## config.mk

```make
export PLATFORM = sky130hd
export DESIGN_NAME = tone_osc
export DESIGN_NICKNAME = d
export VERILOG_FILES = /design/src/rtl/tone_osc_pkg.sv /design/src/rtl/sample_tick_gen.sv /design/src/rtl/tone_osc.sv
export SDC_FILE = /design/constraint.sdc
export NUM_CORES = 1
export LEC_CHECK = 0
export CAP_MARGIN = 30
export CORE_MARGIN = 2
export CORE_UTILIZATION = 58
export DETAILED_ROUTE_END_ITERATION = 8
export GPL_ROUTABILITY_DRIVEN = 0
export PLACE_DENSITY = 0.77
export SKIP_LAST_GASP = 1
export SYNTH_ARGS = -nofsm -noshare
export SYNTH_HDL_FRONTEND = slang
export SYNTH_SLANG_ARGS = --single-unit
```

## constraint.sdc

```tcl
create_clock -name clk_i -period 9 [get_ports clk_i]
set_clock_uncertainty 0.15 [all_clocks]
set_input_delay 0.9 -clock clk_i [delete_from_list [all_inputs] [get_ports clk_i]]
set_output_delay 0.9 -clock clk_i [all_outputs]
set_load 0.02 [all_outputs]
```

## src/rtl/tone_osc_pkg.sv

```systemverilog
// Shared types and constants for the tone_osc resonator.
// Build option: OSC_SAT_EN selects clamping plus a sticky sat_o flag instead of two's-complement wrap.
package tone_osc_pkg;

    typedef logic signed [15:0] sample_t;

    typedef enum logic {
        IDLE = 1'b0,
        RUN  = 1'b1
    } state_t;

    localparam int COEF_FRAC_DEF = 14;
    localparam int SAMPLE_MAX    = 32767;
    localparam int SAMPLE_MIN    = -32768;

    // Counter width for a divide-by-div counter; a single bit is kept for div == 1.
    function automatic int cnt_width(input int div);
        return (div > 1) ? $clog2(div) : 1;
    endfunction

endpackage

```

## src/rtl/sample_tick_gen.sv

```systemverilog
// Divide-by-DIV counter producing a one-cycle tick on its last count.
// clear has priority over en and forces the count back to zero.
module sample_tick_gen
    import tone_osc_pkg::*;
#(
    parameter int DIV = 1000
) (
    input  logic clk,
    input  logic reset,
    input  logic clear,
    input  logic en,
    output logic tick
);

    localparam int CW = cnt_width(DIV);
    localparam logic [CW-1:0] LAST = CW'(DIV - 1);

    logic [CW-1:0] cnt;

    assign tick = en && (cnt == LAST);

    always_ff @(posedge clk) begin
        if (reset || clear) begin
            cnt <= '0;
        end else if (en) begin
            cnt <= tick ? '0 : cnt + 1'b1;
        end
    end

endmodule

```

## src/rtl/tone_osc.sv

```systemverilog
// Second-order recursive sine generator: y[n] = c*y[n-1] - y[n-2], one sample every DIV clocks.
// Build option: OSC_SAT_EN clamps the recursion result and adds the sticky sat_o output.
module tone_osc
    import tone_osc_pkg::*;
#(
    parameter int DIV       = 1000,
    parameter int COEF_FRAC = COEF_FRAC_DEF
) (
    input  logic        clk_i,
    input  logic        reset_i,
    input  logic        start_i,
    input  logic        stop_i,
    input  logic [15:0] coef_i,
    input  logic [15:0] init_i,
    output logic [15:0] data_o,
    output logic        valid_o,
    output logic        busy_o
`ifdef OSC_SAT_EN
    ,
    output logic        sat_o
`endif
);

    // Handshake: valid_o is a one-cycle strobe; data_o holds the new sample during that cycle
    // and is stable until the next strobe. There is no back-pressure; the sink must accept every strobe.

    state_t  state_q, state_d;
    sample_t coef_q, y1_q, y2_q, y_d;
    logic    tick, sample_tick, cnt_clear, cnt_en;

    logic signed [31:0] p;
    logic signed [18:0] t;

    // Counter runs only in RUN and restarts from zero on any start or stop request.
    assign cnt_en    = (state_q == RUN);
    assign cnt_clear = start_i || stop_i || (state_q != RUN);

    sample_tick_gen #(
        .DIV(DIV)
    ) u_tick (
        .clk  (clk_i),
        .reset(reset_i),
        .clear(cnt_clear),
        .en   (cnt_en),
        .tick (tick)
    );

    always_comb begin
        state_d     = state_q;
        busy_o      = (state_q == RUN);
        sample_tick = 1'b0;
        case (state_q)
            IDLE: begin
                if (start_i && !stop_i) state_d = RUN;
            end
            RUN: begin
                if (stop_i) begin
                    state_d = IDLE;
                end else if (!start_i) begin
                    sample_tick = tick;
                end
            end
            default: state_d = IDLE;
        endcase
    end

    // Floor-rounded Q2.14 multiply; 19 bits hold the full range of (p >>> 14) - y2.
    always_comb begin
        p = coef_q * y1_q;
        t = 19'(p >>> COEF_FRAC) - 19'(y2_q);
    end

`ifdef OSC_SAT_EN
    localparam logic signed [18:0] T_MAX = 19'(SAMPLE_MAX);
    localparam logic signed [18:0] T_MIN = 19'(SAMPLE_MIN);

    logic clamp;

    always_comb begin
        clamp = 1'b0;
        y_d   = sample_t'(t);
        if (t > T_MAX) begin
            clamp = 1'b1;
            y_d   = sample_t'(SAMPLE_MAX);
        end else if (t < T_MIN) begin
            clamp = 1'b1;
            y_d   = sample_t'(SAMPLE_MIN);
        end
    end

    always_ff @(posedge clk_i) begin
        if (reset_i) begin
            sat_o <= 1'b0;
        end else if (start_i && !stop_i) begin
            sat_o <= 1'b0;
        end else if (sample_tick && clamp) begin
            sat_o <= 1'b1;
        end
    end
`else
    assign y_d = sample_t'(t);
`endif

    always_ff @(posedge clk_i) begin
        if (reset_i) begin
            state_q <= IDLE;
            coef_q  <= '0;
            y1_q    <= '0;
            y2_q    <= '0;
            data_o  <= '0;
            valid_o <= 1'b0;
        end else begin
            state_q <= state_d;
            valid_o <= 1'b0;
            if (stop_i) begin
                y1_q   <= '0;
                y2_q   <= '0;
                data_o <= '0;
            end else if (start_i) begin
                coef_q <= coef_i;
                y1_q   <= init_i;
                y2_q   <= '0;
                data_o <= '0;
            end else if (sample_tick) begin
                y2_q    <= y1_q;
                y1_q    <= y_d;
                data_o  <= y_d;
                valid_o <= 1'b1;
            end
        end
    end

endmodule
```

==> results.md <==
* Remaining global-route overflow at 0
* Leakage at 6.57 nW
* Die H at 152 um
* Clk_lat worst skew at 0.34 ns
* Max-Cap Viols at 0
* Fillers at about 1,800
* Placed cells at 1,762
* Syn avg cell area at 8.60 um^2
* Starting Density at 58.7%
* CP Launch Type: flip-flop
* Hold depth at 2
* Synth Instances at 1,476
* NumNets Final at 1,869
* CP dominant cell by count: fa_1
* Total Routing Usage GR at 28.2%
* Clock sink count at 76
* Setup CP Type: reg -> reg
* Overall Power at 1.05 mW
* Post-Syn Area at 12,700 um^2
* H-Tree Depth at 3
* HP Class: reg -> reg
* Routed len/inst at 17.4 um
* R2R Setup Slk at 0.58 ns
* Worst Reg-to-Reg Cells at 30
* Vias at 9,824
* Top Family by Delay on Critical Path: adder cells
* Buffer depth of the longest clock path at 2
* Fin. Hold Viols at 0
* CTS tree: built
* Commonest non-fill, non-tap cells in the layout: inv_1, fa_1, nand2_1, and2_1, ha_1
* Clk pin slew, worst setup/hold paths at roughly 0.07 ns
* DRT antenna net count at 0
* Met2 Use GR at 48.4%
* Max_slew headroom at 40.5%
* Synth Net Count at 1,852
* Slowest-stage cell, CP: dfxtp_1
* P&R area growth vs syn at 8.20%
* Final critical-path share of the clock period at 93.6%
* Tmin final at approximately 8.4 ns
* Top cells by area, synth: fa_1, dfxtp_1, inv_1
* Num ports at 54
* Layout cell share with drive strength beyond 1 at between 2 and 3%
* Unrepaired setup endpoints after global routing: false
* Reg-to-reg startpoint: y1_q[7]
* Final HPWL DP at 24,600 um
* Most Crowded Layer GR: met2
* CP max stage delay at 0.83 ns
* Initial antenna violation count at 0
* Core area at 21,600 um^2
* Die Area at about 23,000 um^2
* Number of hold buffers added after CTS at 0
* IO Port Bufs at 53
* Clk root buf: clkbuf_16
* CP Data Required Time at 9.03 ns
* Status: complete, no violations
* Largest net degree at the start of global routing at 35
* Die Span X at 152 um
* Crit end category: flip-flop
* Post-synth ARST share at 0%
* Vias per std cell at 5.53
* Final setup violation count at 0
* Post-synth EDFFs at 0
* Commonest non-fill, non-tap cell in the layout: inv_1
* Global-route met3 utilization at between 4 and 5%
* Max frequency at 119 MHz
* Worst slew pin tran at approximately 0.89 ns
* Final Non-Filler Cells at 1,778
* Maximum vdd ir drop at 106 uV
* CTS Buf Count at 9
* First-pass GRT wire length at 52,700 um
* DRT iter0 DRCs at 527
* Leading area contributor after synthesis: fa_1
* Met1 usage in global routing at 37.1%
* Syn. warnings at 0
* Drt first pass iters at 6
* Sequential area share after synthesis at 12.0%
* Critical path arrival at 8.45 ns
* Crit-path max FO at 12
* Post-CTS Resized at 0
* Diodes inserted at 0
* Vias in the first global route at 10,582
* Detailed Route WL at 30,900 um
* Post-CTS Setup Bufs at 0
* CP bufs+invs at 6
* DR DRC count at 0
* FP Rows at 54
* Unique masters post-synth at 54
* Synthesized flop and latch total at 76
* Slew Limit Fails at 0
* Top FF cell, synth: dfxtp_1
* Worst r2r dst: y1_q[9]
* Hold Path Sink: data_o[12]
* Hold path start: data_o[12]
* Power per Cell Area at 76.5 nW/um^2
* Setup TNS Final at 0 ns
* Top-area cell type share of the netlist area at 39.1%
==> synthesized netlist by cell type (2+ instances only) <==
cell	number
and2_1	116
nand3_1	10
o21bai_1	2
o21ai_0	31
nor2b_1	5
nor3_1	8
nand2b_1	10
a21o_1	11
o311ai_0	2
xnor2_1	31
a31oi_1	3
or4_1	2
fa_1	248
nand2_1	236
o21ai_1	2
nand4_1	10
xor2_1	16
mux2i_1	2
o211ai_1	3
or3_1	5
nand3b_1	2
o22ai_1	2
o21a_1	6
clkbuf_1	54
ha_1	92
a21oi_1	81
nor2_1	54
nor4_2	2
or2_2	3
and3_1	5
a211o_1	2
o31ai_1	3
dfxtp_1	76
a211oi_1	6
nor4_1	3
inv_1	310
buf_2	5
==> state kept, by name, summed over array words and instances, names as in the netlist <==
register    flops
valid_o         1
coef_q         16
y2_q           16
data_o         16
u_tick.cnt     10
y1_q           16
busy_o          1
==> cell families after synthesis <==
group	synth area share, %
and+or+nand+nor	17.8
buffers and inverters	11.1
adders and majority gates	48.2
AOI/OAI and AO/OA	7.50
DFF	12.0
xor gates and xnor gates	3.24
muxes	0.158
==> metal layers <==
metal  up-vias  part of all wire, %
met2       352                   50
met5         -                    0
met1      4912                   40
met3        84                  6.5
li1       4476                    -
met4         0                  3.5
==> final cells by class <==
| class | instances | area (um^2) | share of cell area [%] |
|---|---|---|---|
| repair buffers | 67 | 647 | 4.71 |
| multi-input cells | 1028 | 9760 | 71.1 |
| well taps | 280 | 350 | 2.55 |
| inverters | 311 | 1170 | 8.50 |
| flip-flops and latches | 76 | 1520 | 11.1 |
| clock inverters | 7 | 57.6 | 0.419 |
| clock buffers | 9 | 225 | 1.64 |
==> worst max path at each step <==
stage,startpoint,end,depth (start not counted)
2_1_floorplan,y1_q[7],data_o[15],32
3_3_place_gp,y1_q[7],y1_q[9],29
3_5_place_dp,y1_q[7],y1_q[9],30
4_1_cts,y1_q[7],y1_q[9],30
5_1_grt,coef_q[7],y1_q[15],30
6_report,y1_q[7],y1_q[9],30
==> power by group <==
group          leakage (nW)  internal (mW)  switching, mW  total, mW
logic                  5.82          0.140          0.186      0.326
clock network         0.135          0.191          0.157      0.348
registers             0.616          0.342         0.0334      0.376
==> metrics by stage <==
step	utilization (%)	cell area, um^2	setup slack (ns)	hold WS (ns)
finish	63.5	13700	0.578	0.297
global placement	62.1	13400	0.879	0.288
CTS	63.5	13700	0.635	0.301
detailed placement	62.2	13400	0.804	0.288
global route	63.5	13700	0.108	0.317
floorplan	-	12700	1.58	0.280
==> worst register-to-register path: cells and delay by family (launching register included) <==
kind	cells	cell delay, ns
AOI/OAI and AO/OA	11	2.60
xor gates and xnor gates	1	0.18
adders and majority gates	8	3.48
buffers and inverters	6	0.62
DFF	1	0.83
and+or+nand+nor	4	0.38
No activity file was read; power rests on OpenSTA's default activity.
